`src/rtl/regfile_wport_arbiter.sv`:
```
// rtl/regfile_wport_arbiter.sv - arbitrates the register-file write port between writeback and MULT/DIV results
// Optional pending-write forwarding hit detection is enabled with PEND_FWD_EN.
module regfile_wport_arbiter #(
  parameter int DATA_W   = 32,
  parameter int MAX_WAIT = 4
) (
  input  logic              clk,
  input  logic              rst_n,
  input  logic              P0_valid,
  input  logic [4:0]        P0_addr,
  input  logic [DATA_W-1:0] P0_data,
  output logic              P0_ready,
  input  logic              P1_valid,
  input  logic [4:0]        P1_addr,
  input  logic [DATA_W-1:0] P1_data,
  output logic              P1_ready,
  output logic              Wr_en,
  output logic              Wr_sel,
  output logic [4:0]        Wr_addr,
  output logic [DATA_W-1:0] Wr_data,
`ifdef PEND_FWD_EN
  input  logic [4:0]        Rd_addr_a,
  input  logic [4:0]        Rd_addr_b,
`endif
  output logic [1:0]        Fwd_hit
);

  typedef enum logic [1:0] {IDLE, HELD, FORCE} state_t;

  localparam logic [2:0] WAIT_LAST = 3'(MAX_WAIT - 1);

  state_t              state, state_nxt;
  logic [4:0]          buf_addr;
  logic [DATA_W-1:0]   buf_data;
  logic [2:0]          wait_cnt;
  logic                buf_valid;
  logic                p0_acc, p1_load, p0_write, grant_buf, buf_lost;

  assign buf_valid = (state != IDLE);
  assign P0_ready  = (state != FORCE);
  assign P1_ready  = ~buf_valid;

  assign p0_acc    = P0_valid & P0_ready;
  assign p1_load   = P1_valid & P1_ready & (|P1_addr);
  assign p0_write  = p0_acc & (|P0_addr);
  assign grant_buf = (state == FORCE) | (buf_valid & ~p0_acc);
  assign buf_lost  = (state == HELD) & p0_acc;

  // A port-1 load is only possible from IDLE, so HELD never sees a reload on grant.
  always_comb begin
    state_nxt = state;
    case (state)
      IDLE:    if (p1_load) state_nxt = HELD;
      HELD: begin
        if (grant_buf)                 state_nxt = IDLE;
        else if (wait_cnt >= WAIT_LAST) state_nxt = FORCE;
      end
      FORCE:   state_nxt = IDLE;
      default: state_nxt = IDLE;
    endcase
  end

  always_ff @(posedge clk or negedge rst_n) begin
    if (!rst_n) begin
      state    <= IDLE;
      wait_cnt <= 3'd0;
      buf_addr <= 5'd0;
      buf_data <= '0;
    end else begin
      state <= state_nxt;
      if (grant_buf)
        wait_cnt <= 3'd0;
      else if (buf_lost && wait_cnt != 3'd7)
        wait_cnt <= wait_cnt + 3'd1;
      if (p1_load) begin
        buf_addr <= P1_addr;
        buf_data <= P1_data;
      end
    end
  end

  // Select, address and data hold their last values when nothing is written.
  always_ff @(posedge clk or negedge rst_n) begin
    if (!rst_n) begin
      Wr_en   <= 1'b0;
      Wr_sel  <= 1'b0;
      Wr_addr <= 5'd0;
      Wr_data <= '0;
    end else begin
      Wr_en <= p0_write | grant_buf;
      if (grant_buf) begin
        Wr_sel  <= 1'b1;
        Wr_addr <= buf_addr;
        Wr_data <= buf_data;
      end else if (p0_write) begin
        Wr_sel  <= 1'b0;
        Wr_addr <= P0_addr;
        Wr_data <= P0_data;
      end
    end
  end

`ifdef PEND_FWD_EN
  assign Fwd_hit[0] = buf_valid & (buf_addr == Rd_addr_a) & (|Rd_addr_a);
  assign Fwd_hit[1] = buf_valid & (buf_addr == Rd_addr_b) & (|Rd_addr_b);
`else
  assign Fwd_hit = 2'b00;
`endif

endmodule
```
`config.mk`:
```
export PLATFORM = sky130hd
export DESIGN_NAME = regfile_wport_arbiter
export DESIGN_NICKNAME = d
export VERILOG_FILES = /design/src/rtl/regfile_wport_arbiter.sv
export SDC_FILE = /design/constraint.sdc
export NUM_CORES = 1
export LEC_CHECK = 0
export BUFFER_PORTS_ARGS = -buffer_cell sky130_fd_sc_hd__buf_2
export CAP_MARGIN = 20
export CORE_MARGIN = 2
export CORE_UTILIZATION = 50
export DETAILED_ROUTE_END_ITERATION = 12
export PLACE_DENSITY_LB_ADDON = 0.15
export SYNTH_ARGS = -nofsm -noshare
export SYNTH_HDL_FRONTEND = slang
export SYNTH_SLANG_ARGS = --single-unit
```
`constraint.sdc`:
```
create_clock -name clk -period 4.63 [get_ports clk]
set_input_delay 0.463 -clock clk [delete_from_list [all_inputs] [get_ports clk]]
set_output_delay 0.463 -clock clk [all_outputs]
set_load 0.005 [all_outputs]
```
; After elaboration in Yosys (flattened, before gate mapping)
; Cells that the tools add are included.
[classes]
add_sub_neg = 1
reduce_logical = 8
order_cmp = 1
n_eq_ne = 6
n_mux = 12
bitwise = 10
[op_table]
columns = cell, n
row1 = 32-bit 2-to-1 mux, 2
row2 = 5-bit 2-to-1 mux, 2
row3 = 5-bit OR reduction, 2
row4 = 1-bit AND, 6
row5 = 2-bit 2-to-1 mux, 3
row6 = 3-bit 2-to-1 mux, 2
row7 = 2-bit nonzero test, 3
row8 = "2-bit != test, second input constant", 2
row9 = 2-bit case mux with 2 select lines, 1
row10 = "3-bit by 1-bit adder with 3-bit output, second input constant", 1
row11 = "3-bit by 2-bit greater-or-equal comparator with 1-bit output, second input constant", 1
row12 = "3-bit by 2-bit != test with 1-bit output, second input constant", 1
row13 = "3-bit != test, second input constant", 1
row14 = "2-bit by 1-bit equality test with 1-bit output, second input constant", 1
row15 = "2-bit equality test, second input constant", 1
row16 = 2-bit zero test, 1
row17 = 1-bit 2-to-1 mux, 2
row18 = 1-bit inverter, 2
row19 = 1-bit OR, 2
row20 = 2-bit AND reduction, 1
row21 = 1-bit logical AND, 1
[word_totals]
out_inout_bits = 43
in_bits = 78
wordCells = 46
reg_bits = 81

; Longest topological paths before layout
[depth]
ltp_word = 7
depth_mapped = 8
mapped_depth_nobuf = 6

; Least setup slack after synthesis
; No wires, ideal clock.
[synth_path]
kind = input -> register
from = in P1_addr[0]
to = reg buf_data[16]
t_required_ns = 4.503
setup_ns = 0.127
path_buffers = 2
arrival_ns = 1.774
setup_slack_ns = 2.728
stages = 5
cell_sequence = or4_1 o211ai_2 buf_6 buf_6 mux2_1
[synth_between]
elab_chain_len = 2
[synth_lines]
columns = item, line
row1 = "start, declared", 14  ; input logic [4:0] P1_addr,
row2 = 5-bit OR reduction, 44  ; assign p1_load = P1_valid & P1_ready & (|P1_addr);
row3 = 1-bit AND, 44
row4 = "end signal, assigned", 77  ; buf_data <= P1_data;
row5 = "end, declared", 34  ; logic [DATA_W-1:0] buf_data;
; Every way passes these cells.
; A chain may end at the register's enable or synchronous reset.

; Worst setup path in the final report
[layout_path]
from = reg state[0]
to = reg Wr_data[29]
[layout_between]
elab_chain_len = 6
word_cells_on_any_way = 10
cone_classes = eq/ne: 2 / mux: 1 / bitwise: 5 / reduce/logical: 2
[layout_lines]
columns = item, line
row1 = "start, declared", 32  ; state_t state, state_nxt;
row2 = "start signal, assigned", 70  ; state <= state_nxt;
row3 = 2-bit != test, 40  ; assign P0_ready = (state != FORCE);
row4 = 1-bit AND, 43  ; assign p0_acc = P0_valid & P0_ready;
row5 = 1-bit inverter, 46  ; assign grant_buf = (state == FORCE) | (buf_valid & ~p0_acc);
row6 = 1-bit AND, 46
row7 = 1-bit OR, 46
row8 = 32-bit 2-to-1 mux or 2-bit nonzero test (tied branches), --
row9 = "end signal, assigned", 94  ; Wr_data <= buf_data;
row10 = "end signal, assigned", 98  ; Wr_data <= P0_data;
row11 = "end, declared", 20  ; output logic [DATA_W-1:0] Wr_data,
; Several ways; a longest one is shown, not always the timed one.

==> results.toml <==
[cts]
cts_buffer_depth = 2
post_cts_resized = 0
path_clk_slew_ns = 0.08
numCtsBuffers = 9
cts_max_level = 3
worstSkewPairLatency_ns = 0.35
root_buffer = "clkbuf_8"
post_cts_buffers = 0
cts.sinks = 81
cts_tree = "yes"
hold_buffers = 0

[timing]
timing.final.hold_violations = 0
setup_viol = 0
fmax_mhz = 427.2
fin_skew_ns = 0.008211
finalCriticalPeriod_ns = 2.341
whs_ns = 0.02223
tightest_slew_ns = 0.9696
tns_ns = 0
slew_headroom_pct = 35.21
period_share_pct = 50.56
grt_setup_unrepaired = "false"
drv_slew = 0

[critical_path]
reg2reg_from = "state[0]"
r2r_setup_slack_ns = 2.29
r2r.worst_path.cells = 5
path_max_fanout = 40
cp-end-kind = "register"
r2r-end = "Wr_data[29]"
path_cells = "and2b_1 -> a21oi_4 -> buf_4 -> nor2_1 -> a31oi_1"
path_class = "register to register"
worst-path-buf-inv = 1
slowest_delay_ns = 0.74
crit_slowest_cell = "a21oi_4"
path_delay_family = "compound AO/OA/AOI/OAI gates"
required_ns = 4.90
cp-start-kind = "register"
cp.arrival_ns = 2.62

[layout]
drive_above_1_share_pct = 36.30
diodes = 0
final_core_util_pct = 63.91
num-nets-final = 514
finalNonFillerCells = 518
synthToLayoutAreaGrowth_pct = 24.36
fin_area_mm2 = 0.004318
fillers = 555

[global_route]
grt_pass1_wl_um = 11880
antenna_found_initial = 0
grt_pass1_vias = 2560
grt_max_degree = 82
grt.overflow.total = 0
track_usage_pct = 20.35

[placed_design]
postPlaceCellArea_mm2 = 0.004079
gp_congestion = 0.7728
dp_hpwl_um = 4966
dp.cells = 501
io_buffers = 118

[pwr]
p_clk_share_pct = 21.0
seq_power_share_pct = 47.4
p_sw_share_pct = 32.48
p_switching_mw = 0.8631
peakVddDrop_uv = 238.0
p_leak_nw = 2.109
p_per_area_mw_per_mm2 = 615.5
internal-power_mw = 1.794
pwr-share-comb_pct = 31.6

[synthesis]
synth-async-reset-ratio_pct = 100.0
synthDistinctLibCells = 32
synth_ff_type = "dfrtp_1"
synth_seq_cells = 81
yosys_warnings = 0
synth-edff-count = 0
synth.avg_cell_area_um2 = 10.82
synth_area_mm2 = 0.003472
syn_inst = 321
seq_area_frac_synth_pct = 58.38

[die]
start_util_pct = 51.39
core_area_mm2 = 0.006756
rows = 30
die-height_um = 87.33
io-pin-count = 121
die_area_mm2 = 0.007627
die_x_um = 87.33

[detailed_routing]
ant_nets = 0
firstDrtPassIters = 4
route.final.wire_length_um = 7569
drc = 0
vias_per_cell = 5.241
dr_total_vias = 2715
wl_per_cell_um = 14.61
drtIter0Drc = 86

[run_status]
status = "finished clean"

[worst_hold_path]
hp-class = "input pin to async pin"

[run]
drv_cap = 0
through the flow:
stage	power, mW	setup slack [ns]
2_1_floorplan	1.784	2.728
4_1_cts	2.683	2.247
5_1_grt	2.853	2.075
3_3_place_gp	2.089	2.309
6_report	2.658	2.289
3_5_place_dp	2.125	2.266
state kept, by name (all words and copies together) (netlist names):
| register | cells |
|---|---|
| Wr_data | 32 |
| buf_data | 32 |
| Wr_addr | 5 |
| buf_addr | 5 |
| wait_cnt | 3 |
| state | 2 |
| Wr_en | 1 |
| Wr_sel | 1 |
Yosys cell counts, drive strengths merged, types with 2 or more instances:
library cell   n  area, um2
clkbuf         6      23.77
ha             3      37.54
a21oi          6      30.03
nor2          39      148.9
buf           16      108.9
nor2b          2      12.51
dfrtp         81       2027
o21ai          4      20.02
mux2          36      405.4
o211ai         2      20.02
a31oi         32      200.2
nand2         67      251.5
a22oi          7      52.55
a22o           3      26.28
nand3          3      15.01
inv            4      15.01
power by group through the flow:
stage	clock network [mW]	registers [mW]	logic (mW)
after detailed placement	0	1.27	0.855
final	0.557	1.26	0.840
after CTS	0.566	1.26	0.857
after global placement	0	1.26	0.827
after global routing	0.597	1.31	0.949
after floorplan	0	1.25	0.533
routing by layer:
layer	vias up	GRT usage, %	part of all wire [%]
met5	-	0	0
li1	1320	-	-
met1	1296	27.88	47
met3	12	4.739	5.9
met4	0	9.790	1.9
met2	87	30.58	46
how the worst max path moves through the flow:
stage                     startpoint      endpoint  cells after the start
final                       state[0]   Wr_data[29]                      5
after global routing        state[0]   Wr_data[29]                      5
after floorplan           P1_addr[0]  buf_data[16]                      5
after detailed placement    state[0]   Wr_data[29]                      5
after CTS                   state[0]   Wr_data[29]                      5
after global placement      state[0]    Wr_data[0]                      5
final cells by class:
| cell class | instances | area [um2] | share of cell area (%) |
|---|---|---|---|
| Sequential cell | 81 | 2027 | 46.94 |
| Multi-Input combinational cell | 215 | 1321 | 30.60 |
| Timing Repair Buffer | 122 | 643.1 | 14.89 |
| Clock buffer | 11 | 131.4 | 3.043 |
| Tap cell | 80 | 100.1 | 2.318 |
| Clock inverter | 5 | 80.08 | 1.855 |
| Inverter | 4 | 15.01 | 0.3477 |
kinds of logic (layout without fill, tap and decap cells):
kind of cell,count (synthesis),after routing,synth area share [%]
flip-flops,81,81,58.38
AND/OR/NAND/NOR,116,116,13.33
buffers and inverters,26,142,4.252
other,1,2,0.1080
multiplexers,37,37,11.96
AO/OA/AOI/OAI,57,57,10.88
adder cells (fa/ha/maj),3,3,1.081
worst reg2reg max path, cell delays in order, from the launching register on:
cell     delay [ns]
dfrtp_1        0.51
and2b_1        0.27
a21oi_4        0.74
buf_4          0.49
nor2_1         0.09
a31oi_1        0.16
placed cells by master (no fill, tap or decap), drive strengths merged, types with 2 or more instances in the layout:
| cell | netlist | routed |
|---|---|---|
| conb | 1 | 2 |
| ha | 3 | 3 |
| o211ai | 2 | 2 |
| clkbuf | 6 | 11 |
| o21ai | 4 | 4 |
| bufinv | 0 | 2 |
| clkinvlp | 0 | 2 |
| inv | 4 | 4 |
| a22o | 3 | 3 |
| a22oi | 7 | 7 |
| a31oi | 32 | 32 |
| a21oi | 6 | 6 |
| nand2 | 67 | 67 |
| nor2b | 2 | 2 |
| nand3 | 3 | 3 |
| mux2 | 36 | 36 |
| nor2 | 39 | 39 |
| buf | 16 | 122 |
| dfrtp | 81 | 81 |
Power figures use the tool's default switching activity.
